### config.mk
export PLATFORM = sky130hd
export DESIGN_NAME = fpga_rst_seq
export DESIGN_NICKNAME = d
export VERILOG_FILES = /design/src/rtl/fpga_rst_seq.sv
export SDC_FILE = /design/constraint.sdc
export NUM_CORES = 1
export LEC_CHECK = 0
export ABC_CLOCK_PERIOD_IN_PS = 1950
export BUFFER_PORTS_ARGS = -buffer_cell sky130_fd_sc_hd__buf_4
export CAP_MARGIN = 40
export CORE_ASPECT_RATIO = 1.2
export CORE_MARGIN = 5
export CORE_UTILIZATION = 45
export DETAILED_ROUTE_END_ITERATION = 7
export PLACE_DENSITY = 0.67
export REMOVE_ABC_BUFFERS = 1
export SETUP_SLACK_MARGIN = 0.3
export SKIP_CTS_REPAIR_TIMING = 1
export SYNTH_ARGS = -nofsm -noshare
export SYNTH_HDL_FRONTEND = slang
export SYNTH_SLANG_ARGS = --single-unit
### constraint.sdc
create_clock -name clk_in -period 1.95 [get_ports clk_in]
set_clock_uncertainty 0.05 [all_clocks]
set_input_delay 0.2925 -clock clk_in [delete_from_list [all_inputs] [get_ports clk_in]]
set_output_delay 0.2925 -clock clk_in [all_outputs]
set_load 0.05 [all_outputs]
### src/rtl/fpga_rst_seq.sv
// Reset sequencer behind the PLL: debounces lock, releases NCH resets in staggered order,
// re-asserts everything on lock loss and supports a software-requested reset replay.
module fpga_rst_seq #(
  parameter int unsigned NCH         = 4,
  parameter int unsigned SYNC_STAGES = 3,
  parameter int unsigned LOCK_STABLE = 1024,
  parameter int unsigned STAGGER     = 16,
  parameter int unsigned SW_HOLD     = 32,
  parameter int unsigned CNT_W       = 8
) (
  input  logic             clk_in,
  input  logic             areset,
  input  logic             pll_lock,
  input  logic             sw_rst_req,
  input  logic             lock_loss_clr,
  output logic [NCH-1:0]   srst,
  output logic             rst_done,
  output logic [CNT_W-1:0] lock_loss_cnt
);

  localparam int unsigned MaxCnt = (LOCK_STABLE > STAGGER) ?
      ((LOCK_STABLE > SW_HOLD) ? LOCK_STABLE : SW_HOLD) :
      ((STAGGER > SW_HOLD) ? STAGGER : SW_HOLD);
  localparam int unsigned CW = $clog2(MaxCnt + 1);
  localparam int unsigned NW = $clog2(NCH + 1);

  // HOLD already consumed one qualified-lock cycle, so STABLE stops one short.
  localparam logic [CW-1:0] StableLast  = CW'((LOCK_STABLE >= 2) ? LOCK_STABLE - 2 : 0);
  localparam logic [CW-1:0] StaggerLast = CW'(STAGGER - 1);
  localparam logic [CW-1:0] SwHoldLast  = CW'(SW_HOLD - 1);
  localparam logic [NW-1:0] NchW        = NW'(NCH);

  typedef enum logic [2:0] {StHold, StStable, StRelease, StRun, StSwrst} state_e;

  // With a single channel the first release is also the last one.
  localparam state_e StFirst = (NCH == 1) ? StRun : StRelease;

  logic [SYNC_STAGES-1:0] sync_q;
  logic                   lock_s;
  state_e                 state_q, state_d;
  logic [CW-1:0]          cnt_q, cnt_d;
  logic [NW-1:0]          nrel_q, nrel_d;
  logic [NCH-1:0]         srst_q, srst_d;
  logic                   done_q, done_d;
  logic [CNT_W-1:0]       llc_q, llc_d;
  logic                   lock_inc;
  logic                   rel_st;

  assign lock_s = sync_q[SYNC_STAGES-1];

  always_ff @(posedge clk_in or posedge areset) begin
    if (areset) begin
      sync_q <= '0;
    end else begin
      sync_q <= {sync_q[SYNC_STAGES-2:0], pll_lock};
    end
  end

  always_comb begin
    state_d  = state_q;
    cnt_d    = cnt_q;
    nrel_d   = nrel_q;
    lock_inc = 1'b0;

    case (state_q)
      StHold: begin
        if (lock_s) begin
          cnt_d = '0;
          if (LOCK_STABLE == 1) begin
            state_d = StFirst;
            nrel_d  = NW'(1);
          end else begin
            state_d = StStable;
          end
        end
      end
      StStable: begin
        if (!lock_s) begin
          state_d = StHold;
          cnt_d   = '0;
        end else if (cnt_q == StableLast) begin
          state_d = StFirst;
          cnt_d   = '0;
          nrel_d  = NW'(1);
        end else begin
          cnt_d = cnt_q + CW'(1);
        end
      end
      StRelease, StRun: begin
        if (!lock_s) begin
          state_d  = StHold;
          cnt_d    = '0;
          nrel_d   = '0;
          lock_inc = 1'b1;
        end else if (sw_rst_req) begin
          state_d = StSwrst;
          cnt_d   = '0;
          nrel_d  = '0;
        end else if (state_q == StRelease) begin
          if (cnt_q == StaggerLast) begin
            cnt_d  = '0;
            nrel_d = nrel_q + NW'(1);
            if (nrel_d == NchW) state_d = StRun;
          end else begin
            cnt_d = cnt_q + CW'(1);
          end
        end
      end
      StSwrst: begin
        if (!lock_s) begin
          state_d  = StHold;
          cnt_d    = '0;
          lock_inc = 1'b1;
        end else if (cnt_q == SwHoldLast) begin
          state_d = StFirst;
          cnt_d   = '0;
          nrel_d  = NW'(1);
        end else begin
          cnt_d = cnt_q + CW'(1);
        end
      end
      default: begin
        state_d = StHold;
        cnt_d   = '0;
        nrel_d  = '0;
      end
    endcase

    rel_st = (state_d == StRelease) || (state_d == StRun);
    for (int unsigned i = 0; i < NCH; i++) begin
      srst_d[i] = ~(rel_st && (i < 32'(nrel_d)));
    end
    done_d = (state_d == StRun);

    llc_d = llc_q;
    if (lock_loss_clr) begin
      llc_d = lock_inc ? CNT_W'(1) : '0;
    end else if (lock_inc && (llc_q != '1)) begin
      llc_d = llc_q + CNT_W'(1);
    end
  end

  always_ff @(posedge clk_in or posedge areset) begin
    if (areset) begin
      state_q <= StHold;
      cnt_q   <= '0;
      nrel_q  <= '0;
      srst_q  <= '1;
      done_q  <= 1'b0;
      llc_q   <= '0;
    end else begin
      state_q <= state_d;
      cnt_q   <= cnt_d;
      nrel_q  <= nrel_d;
      srst_q  <= srst_d;
      done_q  <= done_d;
      llc_q   <= llc_d;
    end
  end

  assign srst          = srst_q;
  assign rst_done      = done_q;
  assign lock_loss_cnt = llc_q;

endmodule

==> impl_metrics.env <==
export IMPL_status="complete, no violations"
export IMPL_hold_viol=0
export IMPL_finalNetCount=238
export IMPL_drt_initial_drc_count=102
export IMPL_n_antenna_cell=0
export IMPL_seq_area_frac_synth_pct=45.4
export IMPL_grt_overflow=0
export IMPL_grt_max_degree=34
export IMPL_cts_clk_slew_worst_paths_ns=0.07
export IMPL_synth_area_per_cell_um2=9.89
export IMPL_io_pins=18
export IMPL_crit_fanout=8
export IMPL_synth_top_area_share_pct=39.7
export IMPL_drv_cap=0
export IMPL_via_per_inst=5.49
export IMPL_grt_antenna_before_repair=0
export IMPL_synth_seq_cells=33
export IMPL_fin_ws_ns=0.0992
export IMPL_period_share_pct=94.9
export IMPL_use_met3_pct=4.37
export IMPL_cts_num_sinks=33
export IMPL_peakVddDrop_mv=0.487
export IMPL_yosysWarnings=0
export IMPL_leakage_uw=0.00104
export IMPL_worstPathArrival_ns=1.97
export IMPL_cp_end_kind="register"
export IMPL_first_pass_iters=4
export IMPL_grt_pass1_wl_um=6680
export IMPL_start_util_pct=46.4
export IMPL_fill_cells=319
export IMPL_track_usage_pct=16.4
export IMPL_met2_usage_pct=26.1
export IMPL_htree_levels=2
export IMPL_path_cells="buf_4 -> and4b_1 -> o21ba_4 -> nor4_1 -> xnor2_1 -> nor2_1"
export IMPL_clockBufferDepth=2
export IMPL_syn_inst=185
export IMPL_die_h_um=79.8
export IMPL_register_area_um2=840
export IMPL_ant_nets=0
export IMPL_area_delta_synth_final_pct=34.3
export IMPL_first_global_vias=1469
export IMPL_critical_path_slowest_cell="dfrtp_2"
export IMPL_max_freq_ghz=0.540
export IMPL_num_vias=1555
export IMPL_multiInputGateArea_um2=1050
export IMPL_path_class="register to register"
export IMPL_critical_path_top_delay_family="simple AND/OR/NAND/NOR gates"
export IMPL_die_w_um=68.2
export IMPL_numCtsBuffers=5
export IMPL_placed_area_um2=2090
export IMPL_synth_ff_type="dfrtp_1"
export IMPL_tightest_slew_ns=0.424
export IMPL_setup_viol=0
export IMPL_final_area_um2=2460
export IMPL_clock_latency_ns=0.28
export IMPL_root_buffer="clkbuf_8"
export IMPL_placedCellCount=261
export IMPL_fin_cells=283
export IMPL_drt_wl_total_um=4320
export IMPL_numPortBuffers=17
export IMPL_fin_crit_ns=1.85
export IMPL_cp_num_cells=6
export IMPL_num_rows=25
export IMPL_cts_tree="yes"
export IMPL_wl_per_cell_um=15.3
export IMPL_r2r_cells=6
export IMPL_synth_area_leader_cell="dfrtp_1"
export IMPL_relSlewSlack_pct=71.5
export IMPL_rsz0062_at_grt="yes"
export IMPL_ys_top_cells_by_area="dfrtp_1, dfstp_2, nand4_1"
export IMPL_synth_edff_count=0
export IMPL_gp_congestion=0.939
export IMPL_final_max_slew_viol_count=0
export IMPL_drc=0
export IMPL_drive_gt1_share_pct=42.8
export IMPL_syn_cell_area_um2=1830
export IMPL_pre_cts_ws_ns=-0.0230
export IMPL_setup_worst_path_start_class="register"
export IMPL_critical_path_buf_inv_count=1
export IMPL_ys_types=58
export IMPL_core_area_um2=3940
export IMPL_async_flop_share_pct=100
export IMPL_powerDensity_nw_per_um2=620
export IMPL_min_path_type="primary input to asynchronous set/reset pin"
export IMPL_busiest_layer="met2"
export IMPL_crit_path_max_incr_delay_ns=0.46
export IMPL_critical_path_required_ns=2.07
export IMPL_die_area_um2=5450
export IMPL_final_cell_mix="buf_4, dfrtp_1, nor2_1"
export IMPL_use_met1_pct=20.0
export IMPL_final_common_cell="buf_4"
export IMPL_hpwl_um=2870
export IMPL_power_uw=1520
-- power by group --
part	internal, µW	total [µW]	switching [µW]
combinational	72.0	150	78.1
sequential	700	716	16.6
clock	416	658	241
-- routing by layer --
layer	part of all wire [%]	vias to the layer above	routed length [µm]
met5	0	-	0
met4	2.7	0	115
met3	4.0	13	173
met2	52	34	2230
met1	42	749	1810
li1	-	759	-
-- per-stage QoR --
| step | TNS [ns] | hold WS [ns] | util [%] |
|---|---|---|---|
| floorplan | 0 | 0.274 | - |
| global placement | 0 | 0.284 | 52.9 |
| detailed placement | -0.0230 | 0.285 | 52.9 |
| CTS | -0.0230 | 0.0532 | 55.9 |
| global route | 0 | 0.0483 | 62.3 |
| finish | 0 | 0.0339 | 62.3 |
-- cell type report --
class	count	share of cell area, %
multi-input combinational	135	42.7
sequential	33	34.2
timing repair buffer	46	14.5
clock buffer	7	3.52
tap	54	2.75
clock inverter	1	1.22
inverter	7	1.07
-- cell usage after synthesis (4+ instances only) --
| cell | n |
|---|---|
| clkbuf_1 | 4 |
| and3_1 | 4 |
| nand3_1 | 7 |
| inv_1 | 7 |
| xor2_1 | 6 |
| ha_1 | 5 |
| dfstp_2 | 4 |
| nor3_1 | 7 |
| nand4_1 | 11 |
| nor2_1 | 17 |
| xnor2_1 | 6 |
| nand2_1 | 12 |
| dfrtp_1 | 29 |
| o21ai_0 | 5 |
| buf_2 | 5 |
-- registers in the layout, indices dropped and copies added (netlist names) --
register and flops:
cnt_q 11, srst 4, rst_done 1, sync_q 3, state_q 3, lock_loss_cnt 8
nrel_q 3
-- tightest hold or removal path: stages --
cell and delay (ns):
buf_4 0.10, inv_1 0.04, buf_4 0.35
-- cell families (layout without fill, tap and decap cells) --
kind of cell	count (synthesis)	in the layout	share of synthesized area, %
muxes	1	1	0.547
DFF	33	33	45.4
buffers and inverters	17	61	4.24
AOI/OAI and AO/OA	30	30	12.2
xor gates and xnor gates	12	12	5.75
adders and majority gates	5	5	3.42
and+or+nand+nor	87	87	28.4
-- path summary, 6_finish.rpt --
kind,start,end,slack (ns)
max reg2reg,state_q[1],cnt_q[10],0.1
max in group asynchronous,areset,srst[3],1.49
min,areset,lock_loss_cnt[1],0.03
min reg2reg,sync_q[1],sync_q[2],0.30
max,state_q[1],cnt_q[10],0.1
min in group clk_in,pll_lock,sync_q[0],0.06
No activity file was read; power rests on OpenSTA's default activity.
